<file path="src/rtl/thread_scheduler.sv">
// Round-robin fetch sequencer for a barrel multithreaded pipeline: owns per-thread PC and stall state.
// Optional SCHED_PERF_CNT_EN adds saturating idle-cycle and per-thread issue counters.
//
// state | meaning
// RUN   | thread may be selected for fetch
// STALL | thread waiting on a cache fill, never selected
module thread_scheduler #(
    parameter int              N_THREADS = 8,
    parameter int              TID_W     = $clog2(N_THREADS),
    parameter int              PC_W      = 32,
    parameter logic [PC_W-1:0] RESET_PC  = 32'h1000,
    parameter logic [PC_W-1:0] EXC_PC    = 32'h2000
) (
    input  logic                      clk,
    input  logic                      rst,
    input  logic [N_THREADS-1:0]      stall_set,
    input  logic [N_THREADS-1:0]      stall_clr,
    input  logic [N_THREADS-1:0]      wb_pc_en,
    input  logic [PC_W-1:0]           wb_pc_data,
    input  logic                      exc_en,
    input  logic [TID_W-1:0]          exc_thread,
    output logic                      fetch_en,
    output logic [TID_W-1:0]          fetch_thread,
    output logic [PC_W-1:0]           fetch_pc,
    output logic [N_THREADS*PC_W-1:0] pc,
`ifdef SCHED_PERF_CNT_EN
    output logic [31:0]               idle_cycles,
    output logic [N_THREADS*32-1:0]   issue_cnt,
`endif
    output logic [N_THREADS-1:0]      stalled
);

    typedef enum logic {RUN = 1'b0, STALL = 1'b1} thr_state_t;

    thr_state_t              state_q [N_THREADS];
    thr_state_t              state_d [N_THREADS];
    logic [PC_W-1:0]         pc_q    [N_THREADS];
    logic [PC_W-1:0]         pc_d    [N_THREADS];
    logic [TID_W-1:0]        rr_last_q;
    logic                    fetch_en_q;
    logic [TID_W-1:0]        fetch_thread_q;
    logic [PC_W-1:0]         fetch_pc_q;

    logic [N_THREADS-1:0]    exc_hit;
    logic [N_THREADS-1:0]    elig;
    logic                    grant_vld;
    logic [TID_W-1:0]        grant_id;
    logic [TID_W-1:0]        idx;

    always_comb begin
        exc_hit = '0;
        elig    = '0;
        for (int i = 0; i < N_THREADS; i++) begin
            exc_hit[i] = exc_en && (exc_thread == TID_W'(i));
            elig[i]    = (state_q[i] == RUN) && !stall_set[i] && !wb_pc_en[i] && !exc_hit[i];
        end
    end

    // Search starts one past the last grant; k == N_THREADS wraps back onto rr_last itself.
    always_comb begin
        grant_vld = 1'b0;
        grant_id  = '0;
        idx       = '0;
        for (int k = 1; k <= N_THREADS; k++) begin
            idx = rr_last_q + TID_W'(k);
            if (!grant_vld && elig[idx]) begin
                grant_vld = 1'b1;
                grant_id  = idx;
            end
        end
    end

    always_comb begin
        for (int i = 0; i < N_THREADS; i++) begin
            pc_d[i]    = pc_q[i];
            state_d[i] = state_q[i];
            if (exc_hit[i]) begin
                pc_d[i]    = EXC_PC;
                state_d[i] = RUN;
            end else begin
                if (wb_pc_en[i])
                    pc_d[i] = wb_pc_data;
                else if (grant_vld && grant_id == TID_W'(i))
                    pc_d[i] = pc_q[i] + PC_W'(4);
                // set beats clear when both arrive together
                if (stall_set[i])
                    state_d[i] = STALL;
                else if (stall_clr[i])
                    state_d[i] = RUN;
            end
        end
    end

    always_ff @(posedge clk or posedge rst) begin
        if (rst) begin
            for (int i = 0; i < N_THREADS; i++) begin
                pc_q[i]    <= RESET_PC;
                state_q[i] <= RUN;
            end
            rr_last_q      <= TID_W'(N_THREADS - 1);
            fetch_en_q     <= 1'b0;
            fetch_thread_q <= '0;
            fetch_pc_q     <= '0;
        end else begin
            for (int i = 0; i < N_THREADS; i++) begin
                pc_q[i]    <= pc_d[i];
                state_q[i] <= state_d[i];
            end
            fetch_en_q <= grant_vld;
            if (grant_vld) begin
                rr_last_q      <= grant_id;
                fetch_thread_q <= grant_id;
                fetch_pc_q     <= pc_q[grant_id];
            end
        end
    end

`ifdef SCHED_PERF_CNT_EN
    logic [31:0] idle_q;
    logic [31:0] issue_q [N_THREADS];

    always_ff @(posedge clk or posedge rst) begin
        if (rst) begin
            idle_q <= '0;
            for (int i = 0; i < N_THREADS; i++)
                issue_q[i] <= '0;
        end else begin
            if (!grant_vld && idle_q != 32'hFFFF_FFFF)
                idle_q <= idle_q + 32'd1;
            for (int i = 0; i < N_THREADS; i++)
                if (grant_vld && grant_id == TID_W'(i) && issue_q[i] != 32'hFFFF_FFFF)
                    issue_q[i] <= issue_q[i] + 32'd1;
        end
    end

    always_comb begin
        idle_cycles = idle_q;
        issue_cnt   = '0;
        for (int i = 0; i < N_THREADS; i++)
            issue_cnt[i*32 +: 32] = issue_q[i];
    end
`endif

    always_comb begin
        pc      = '0;
        stalled = '0;
        for (int i = 0; i < N_THREADS; i++) begin
            pc[i*PC_W +: PC_W] = pc_q[i];
            stalled[i]         = (state_q[i] == STALL);
        end
    end

    assign fetch_en     = fetch_en_q;
    assign fetch_thread = fetch_thread_q;
    assign fetch_pc     = fetch_pc_q;

endmodule

</file>
<file path="config.mk">
export PLATFORM = sky130hd
export DESIGN_NAME = thread_scheduler
export DESIGN_NICKNAME = d
export VERILOG_FILES = /design/src/rtl/thread_scheduler.sv
export SDC_FILE = /design/constraint.sdc
export NUM_CORES = 1
export LEC_CHECK = 0
export BUFFER_PORTS_ARGS = -buffer_cell sky130_fd_sc_hd__buf_2
export CORE_ASPECT_RATIO = 0.6
export CORE_MARGIN = 8
export CORE_UTILIZATION = 40
export CTS_CLUSTER_DIAMETER = 200
export DETAILED_ROUTE_END_ITERATION = 8
export REMOVE_ABC_BUFFERS = 1
export SKIP_CTS_REPAIR_TIMING = 1
export SYNTH_ARGS = -nofsm -noshare
export SYNTH_HDL_FRONTEND = slang
export SYNTH_SLANG_ARGS = --single-unit
</file>
<file path="constraint.sdc">
create_clock -name clk -period 12.35 [get_ports clk]
set_clock_uncertainty 0.1 [all_clocks]
set_input_delay 0 -clock clk [delete_from_list [all_inputs] [get_ports clk]]
set_output_delay 0 -clock clk [all_outputs]
set_load 0.005 [all_outputs]
</file>
==> results of run 1 <==
==> layer usage <==
layer / up-vias / wire length, um
met5: - / 37
met4: 6 / 2410
met3: 150 / 14800
met2: 1454 / 38600
met1: 10673 / 40900
li1: 9350 / -
==> final cells by class <==
class	instances	area, um2
clock buffer	54	1070
clock inverter	9	83.8
fill	4840	25500
inverter	44	173
multi-input combinational	1836	11700
sequential	303	7600
tap	650	813
timing repair buffer	460	2720
==> power groups by stage <==
| stage | clock network (mW) | registers [mW] | logic (mW) |
|---|---|---|---|
| 2_1_floorplan | 0 | 1.43 | 2.51 |
| 3_3_place_gp | 0 | 1.53 | 4.21 |
| 3_5_place_dp | 0 | 1.53 | 4.22 |
| 4_1_cts | 1.09 | 1.51 | 4.25 |
| 5_1_grt | 1.14 | 1.55 | 4.63 |
| 6_report | 1.08 | 1.53 | 4.43 |
==> stage by stage <==
| step | hold WS, ps | cell area [um2] | util | std cells | power [mW] |
|---|---|---|---|---|---|
| floorplan | -4.21 | 19400 | - | 2183 | 3.94 |
| global placement | 138 | 22400 | 0.451 | 3231 | 5.73 |
| detailed placement | 143 | 22400 | 0.451 | 3231 | 5.76 |
| CTS | -432 | 23600 | 0.475 | 3294 | 6.85 |
| global route | 23.7 | 24200 | 0.487 | 3356 | 7.31 |
| finish | -7.49 | 24200 | 0.487 | 3356 | 7.04 |
==> sequential cells by signal, indices dropped and copies added, names as in the netlist <==
name          cells
rr_last_q         3
fetch_en          1
fetch_thread      3
stalled           8
fetch_pc         32
pc              256
==> cells in the mapped netlist, types with 5 or more instances <==
| master | instances |
|---|---|
| nand3_1 | 135 |
| mux4_2 | 5 |
| a222oi_1 | 19 |
| nor4_1 | 52 |
| or3_1 | 12 |
| inv_1 | 40 |
| xnor2_1 | 147 |
| nand4_1 | 61 |
| a22o_1 | 5 |
| a22oi_1 | 12 |
| o21ai_1 | 8 |
| a31oi_1 | 14 |
| o22ai_1 | 9 |
| nor3_1 | 85 |
| o21ba_2 | 7 |
| o21ai_0 | 243 |
| xor2_1 | 61 |
| ha_1 | 10 |
| a21oi_1 | 237 |
| mux2i_1 | 74 |
| dfstp_2 | 11 |
| a211oi_1 | 6 |
| o211ai_1 | 28 |
| buf_1 | 16 |
| buf_4 | 5 |
| nor2_1 | 82 |
| mux2_2 | 18 |
| nor4_2 | 32 |
| and4_1 | 8 |
| or4_1 | 7 |
| clkbuf_1 | 135 |
| and3_1 | 90 |
| nand2_1 | 219 |
| buf_2 | 29 |
| nor2b_1 | 5 |
| nor4b_1 | 9 |
| a221oi_1 | 24 |
| and2_1 | 20 |
| dfrtp_1 | 292 |
| buf_6 | 6 |
==> placed cells by master (no fill, tap or decap), types with 6 or more instances in the layout <==
cell type	count
buf_2	361
dfrtp_1	292
o21ai_0	242
a21oi_1	235
nand2_1	218
xnor2_1	147
nand3_1	134
and3_1	90
nor3_1	84
nor2_1	80
mux2i_1	74
dlygate4sd3_1	62
xor2_1	61
nand4_1	61
nor4_1	51
inv_1	39
buf_4	36
clkbuf_16	35
nor4_2	33
o211ai_1	28
a221oi_1	24
and2_1	20
a222oi_1	19
mux2_2	18
a31oi_1	14
a22oi_1	12
clkbuf_8	12
or3_1	11
dfstp_2	11
ha_1	10
nor4b_1	9
o21ai_1	8
o22ai_1	8
and4_1	8
or4_1	7
o21ba_2	7
clkbuf_1	7
a211oi_1	6
==> path summary, 6_finish.rpt <==
| path | to | depth (start not counted) |
|---|---|---|
| setup / recovery | pc[94] | 12 |
| hold / removal | stalled[1] | 4 |
| setup reg to reg | pc[94] | 12 |
| hold reg to reg | fetch_thread[0] | 2 |
| max in group asynchronous | pc[179] | 4 |
| min in group asynchronous | pc[37] | 3 |
==> worst max-delay path, delay by kind of cell (launching register included) <==
family | cells | cell delay [ps]
compound gates | 3 | 710
flops | 1 | 820
simple gates | 7 | 4030
buf+inv | 2 | 910
==> kinds of logic after synthesis <==
group,after synthesis,share of synthesized area
and+or+nand+nor,857,0.234
AOI/OAI and AO/OA,662,0.192
DFF,303,0.375
buffers and inverters,235,0.0485
xor gates and xnor gates,208,0.0900
muxes,99,0.0533
adders and majority gates,10,0.00618
==> impl_metrics.py, run 1 <==
metrics = {
    "global_route": {
        "grt-ovfl-total": 0,
        "use_met1": 0.460,
        "grt_pass1_wl_um": 140000,
        "first_global_vias": 19999,
        "grt_max_degree": 175,
        "grt_usage": 0.316,
        "antenna_found_initial": 7,
        "busiest_layer": "met1",
        "grt_util_met3": 0.128,
        "grtUsageMet2": 0.431,
    },
    "sta": {
        "whs_ps": -7.49,
        "min_period_ps": 6740,
        "maxSlewHeadroom": 0.144,
        "finalSetupViolations": 0,
        "fin_crit_sh": 0.546,
        "finalMaxSlewViolations": 0,
        "timing.fmax_ghz": 0.148,
        "hold_viol_final": 1,
        "worstMarginPinSlew_ps": 1270,
        "finalWorstSetupSlack_ps": 5610,
        "final.setup.tns_ps": 0,
        "rsz0062_at_grt": "false",
    },
    "status": {
        "violations": "hold timing",
        "status": "complete, but fails checks",
    },
    "cells_and_area": {
        "final_nets": 2752,
        "area_growth_syn_to_layout_pct": 19.6,
        "drive_above_1_share": 0.208,
        "num_antenna_cells": 0,
    },
    "min_path": {
        "hp-start": "exc_thread[2]",
        "hold_path.class": "in2reg",
    },
    "placement": {
        "port_buffers": 361,
        "place_congestion": 0.991,
        "place_hpwl_um": 70800,
        "place_ws_ps": 5930,
    },
    "worst_setup_path": {
        "ff2ff_setup_slack_ps": 5610,
        "worst-path-max-fanout": 58,
        "startpoint_type": "flop",
        "cp.arrival_ps": 7060,
        "critical_path_class": "reg2reg",
        "max_stage_delay_ps": 950,
        "slowest_stage": "nor4b_1",
        "worst_path_most_repeated_cell": "nor3_1",
        "critPathLaunch": "rr_last_q[0]",
        "end_kind": "flop",
        "path_cells": "inv_2 > nor4b_1 > or2_1 > nor3_1 > nor4_2 > o211ai_1 > o22ai_4 > buf_4 > nand2_1 > nor3_1 > a21oi_1 > or3b_1",
        "r2r_start": "rr_last_q[0]",
        "critical_path_required_ps": 12670,
    },
    "synthesis": {
        "synth_cells": 2374,
        "yosysWarnings": 0,
        "synth_top_area_cell": "dfrtp_1",
        "ys_seq_area_frac": 0.375,
        "synth_top_area_share": 0.361,
        "yosys_register_bits": 303,
        "synth-edff-count": 0,
        "avgSynthCellArea_um2": 8.52,
        "async_flop_share": 1.00,
        "yosys_most_used_dff": "dfrtp_1",
        "synth.top_cells.by_area": "dfrtp_1 (36%), xnor2_1 (6.4%), o21ai_0 (6.0%), a21oi_1 (5.9%), nand2_1 (4.1%)",
        "ys_types": 87,
        "synth_area_um2": 20200,
    },
    "power_and_ir_drop": {
        "power_frac_comb": 0.629,
        "clkPwrFrac": 0.154,
        "sequentialPowerShare": 0.217,
        "power_density_nw_per_um2": 291,
        "intPower_mw": 3.11,
        "p_leak_nw": 9.67,
        "p_switching_mw": 3.93,
        "switching_share": 0.559,
        "ir_worst_vdd_uv": 488,
    },
    "floorplanning": {
        "start_util": 0.407,
        "die_area_um2": 58300,
        "ios": 362,
        "core_region_area_um2": 49700,
        "die_h_um": 190,
        "placementRows": 63,
        "die_width_um": 306,
    },
    "flow_run": {
        "drv_cap": 0,
    },
    "cts": {
        "cts_tree": "built",
        "cts.sinks": 303,
        "clockBufferDepth": 3,
        "root_buffer": "clkbuf_16",
        "cts_inserted_buffers": 35,
        "htreeDepth": 2,
        "clkSlewWorstSetupHoldPaths_ps": 70,
        "insertion_delay_ps": 550,
    },
    "routing": {
        "wirelength_um": 96800,
        "drt_first_pass_iters": 9,
        "antenna_left": 0,
        "vias": 21633,
        "drt_iter0_drc": 2896,
        "detail_route.wl_per_cell_um": 28.8,
        "vias_per_cell": 6.45,
        "drc": 0,
    },
}
No activity file was read; power rests on OpenSTA's default activity.
==> run 2: changes to the inputs <==
==> constraint.sdc (replaced) <==
create_clock -name clk -period 5.9 [get_ports clk]
set_clock_uncertainty 0.1 [all_clocks]
set_input_delay 0 -clock clk [delete_from_list [all_inputs] [get_ports clk]]
set_output_delay 0 -clock clk [all_outputs]
set_load 0.005 [all_outputs]
==> run 2 against run 1 <==
Compared with the run above:
- the flow now finishes without violations
- combinational power up 120%
- highest routed layer unchanged
- first-iteration DRC count up 6.4%
- sequential power up 110%
- critical endpoint unchanged
- sequential share of layout area down 0.14 points
- clock-buffer cell count down 2
- via count up 0.20%
- register-to-register slack worse by 5400 ps
- core utilization up 0.22 points
- critical path type unchanged
- maximum frequency up 19%
- cell area up 0.46%
- power up 120%
- non-clock buffer count up 13
==> impl_metrics.py, run 2 (synthesis results as in run 1) <==
metrics = {
    "cells_and_area": {
        "drive_above_1_share": 0.210,
        "largest_reg_flops": 256,
        "final_common_cell": "buf_2",
        "num_antenna_cells": 0,
        "final_cell_mix": "buf_2 (361), dfrtp_1 (292), o21ai_0 (242)",
        "design_area_um2": 24300,
        "final_nets": 2764,
        "area_growth_syn_to_layout_pct": 20.1,
    },
    "worst_setup_path": {
        "path_buf_inv": 2,
        "startpoint_type": "flop",
        "r2r_start": "rr_last_q[0]",
        "path_cells": "inv_2 > nor4b_1 > nor2_1 > mux4_2 > a31oi_1 > o211ai_1 > o22ai_4 > nand2_1 > buf_4 > nor3_1 > a21oi_1 > or3b_1",
        "ff2ff_setup_slack_ps": 240,
        "r2r-end": "pc[94]",
        "end_kind": "flop",
        "critical_path_required_ps": 6200,
        "critical_path_class": "reg2reg",
        "reg2regPathDepth": 12,
        "cp.arrival_ps": 5960,
        "crit_family": "simple AND/OR/NAND/NOR gates",
        "worst-path-max-fanout": 23,
        "max_stage_delay_ps": 790,
        "slowest_stage": "dfstp_2",
    },
    "power_and_ir_drop": {
        "switching_share": 0.552,
        "intPower_mw": 6.79,
        "sequentialPowerShare": 0.209,
        "ir_worst_vdd_uv": 667,
        "clkPwrFrac": 0.152,
        "p_switching_mw": 8.38,
        "power_density_nw_per_um2": 624,
        "power_frac_comb": 0.640,
        "p_leak_nw": 9.75,
    },
    "min_path": {
        "worst_hold_path.endpoint": "stalled[1]",
        "hp-start": "exc_thread[2]",
        "hold_path.class": "in2reg",
        "min_path_cells": 4,
    },
    "sta": {
        "whs_ps": 14.0,
        "finalMaxSlewViolations": 0,
        "timing.fmax_ghz": 0.177,
        "hold_viol_final": 0,
        "fin_crit_sh": 0.960,
        "worstMarginPinSlew_ps": 1160,
        "final.setup.tns_ps": 0,
        "finalSetupViolations": 0,
        "maxSlewHeadroom": 0.224,
        "rsz0062_at_grt": "false",
        "min_period_ps": 5660,
        "finalWorstSetupSlack_ps": 237,
    },
    "placement": {
        "place_ws_ps": 544,
        "post_dp_cell_area_um2": 22600,
        "place_hpwl_um": 71300,
        "port_buffers": 361,
        "place_congestion": 0.991,
    },
    "global_route": {
        "grt_max_degree": 186,
        "grt_usage": 0.312,
        "first_global_vias": 19817,
        "antenna_found_initial": 6,
        "grt-ovfl-total": 0,
        "grt_pass1_wl_um": 138000,
    },
    "routing": {
        "vias_per_cell": 6.44,
        "drt_first_pass_iters": 6,
        "wirelength_um": 96300,
        "drt_iter0_drc": 3080,
        "detail_route.wl_per_cell_um": 28.6,
        "antenna_left": 0,
        "vias": 21677,
        "drc": 0,
    },
    "floorplanning": {
        "placementRows": 63,
        "start_util": 0.407,
        "die_h_um": 190,
        "ios": 362,
        "die_width_um": 306,
        "core_region_area_um2": 49700,
        "die_area_um2": 58300,
    },
    "flow_run": {
        "drv_cap": 0,
    },
    "status": {
        "status": "complete, no violations",
    },
    "cts": {
        "cts_inserted_buffers": 34,
        "cts_tree": "built",
        "root_buffer": "clkbuf_16",
        "clockBufferDepth": 3,
        "htreeDepth": 2,
        "clkSlewWorstSetupHoldPaths_ps": 70,
        "insertion_delay_ps": 540,
        "cts.sinks": 303,
    },
}
[run 2: layout make-up]
cell class                      count  area (um2)
Fill cell                        4801       25400
Multi-Input combinational cell   1836       11700
Sequential cell                   303        7600
Timing Repair Buffer              473        2840
Clock buffer                       52        1000
Tap cell                          650         813
Inverter                           44         173
Clock inverter                      9         149
[run 2: metrics by stage]
step / utilization / power (mW) / cells
global placement: 0.454 / 12.4 / 3248
global route: 0.489 / 15.7 / 3367
floorplan: - / 7.79 / 2183
CTS: 0.478 / 14.8 / 3309
finish: 0.489 / 15.2 / 3367
detailed placement: 0.454 / 12.5 / 3248
[run 2: power by group through the flow]
stage	Sequential [mW]	Combinational [mW]	Clock [mW]
after floorplan	2.99	4.80	0
after global placement	3.16	9.24	0
after detailed placement	3.17	9.28	0
after CTS	3.14	9.31	2.32
after global routing	3.20	10.1	2.40
final	3.16	9.70	2.30
[run 2: how the worst max path moves through the flow]
stage	end	cells after the start	slack [ps]	from
3_3_place_gp	fetch_pc[1]	11	690	rr_last_q[0]
3_5_place_dp	fetch_pc[1]	11	540	rr_last_q[0]
5_1_grt	pc[94]	12	50	rr_last_q[0]
4_1_cts	pc[12]	12	510	rr_last_q[0]
6_report	pc[94]	12	240	rr_last_q[0]
2_1_floorplan	fetch_en	1	-2560	rst
[run 2: tightest hold or removal path: cells and delay by family]
family                 cells  cell delay, ps
AND/OR/NAND/NOR            2             210
buffers and inverters      2             390
[run 2: per-layer routing]
layer	vias to the layer above	GRT usage	wire (um)
met3	168	0.115	14000
met5	-	0	13
li1	9397	-	-
met4	2	0.0785	2940
met1	10667	0.456	40700
met2	1443	0.430	38600
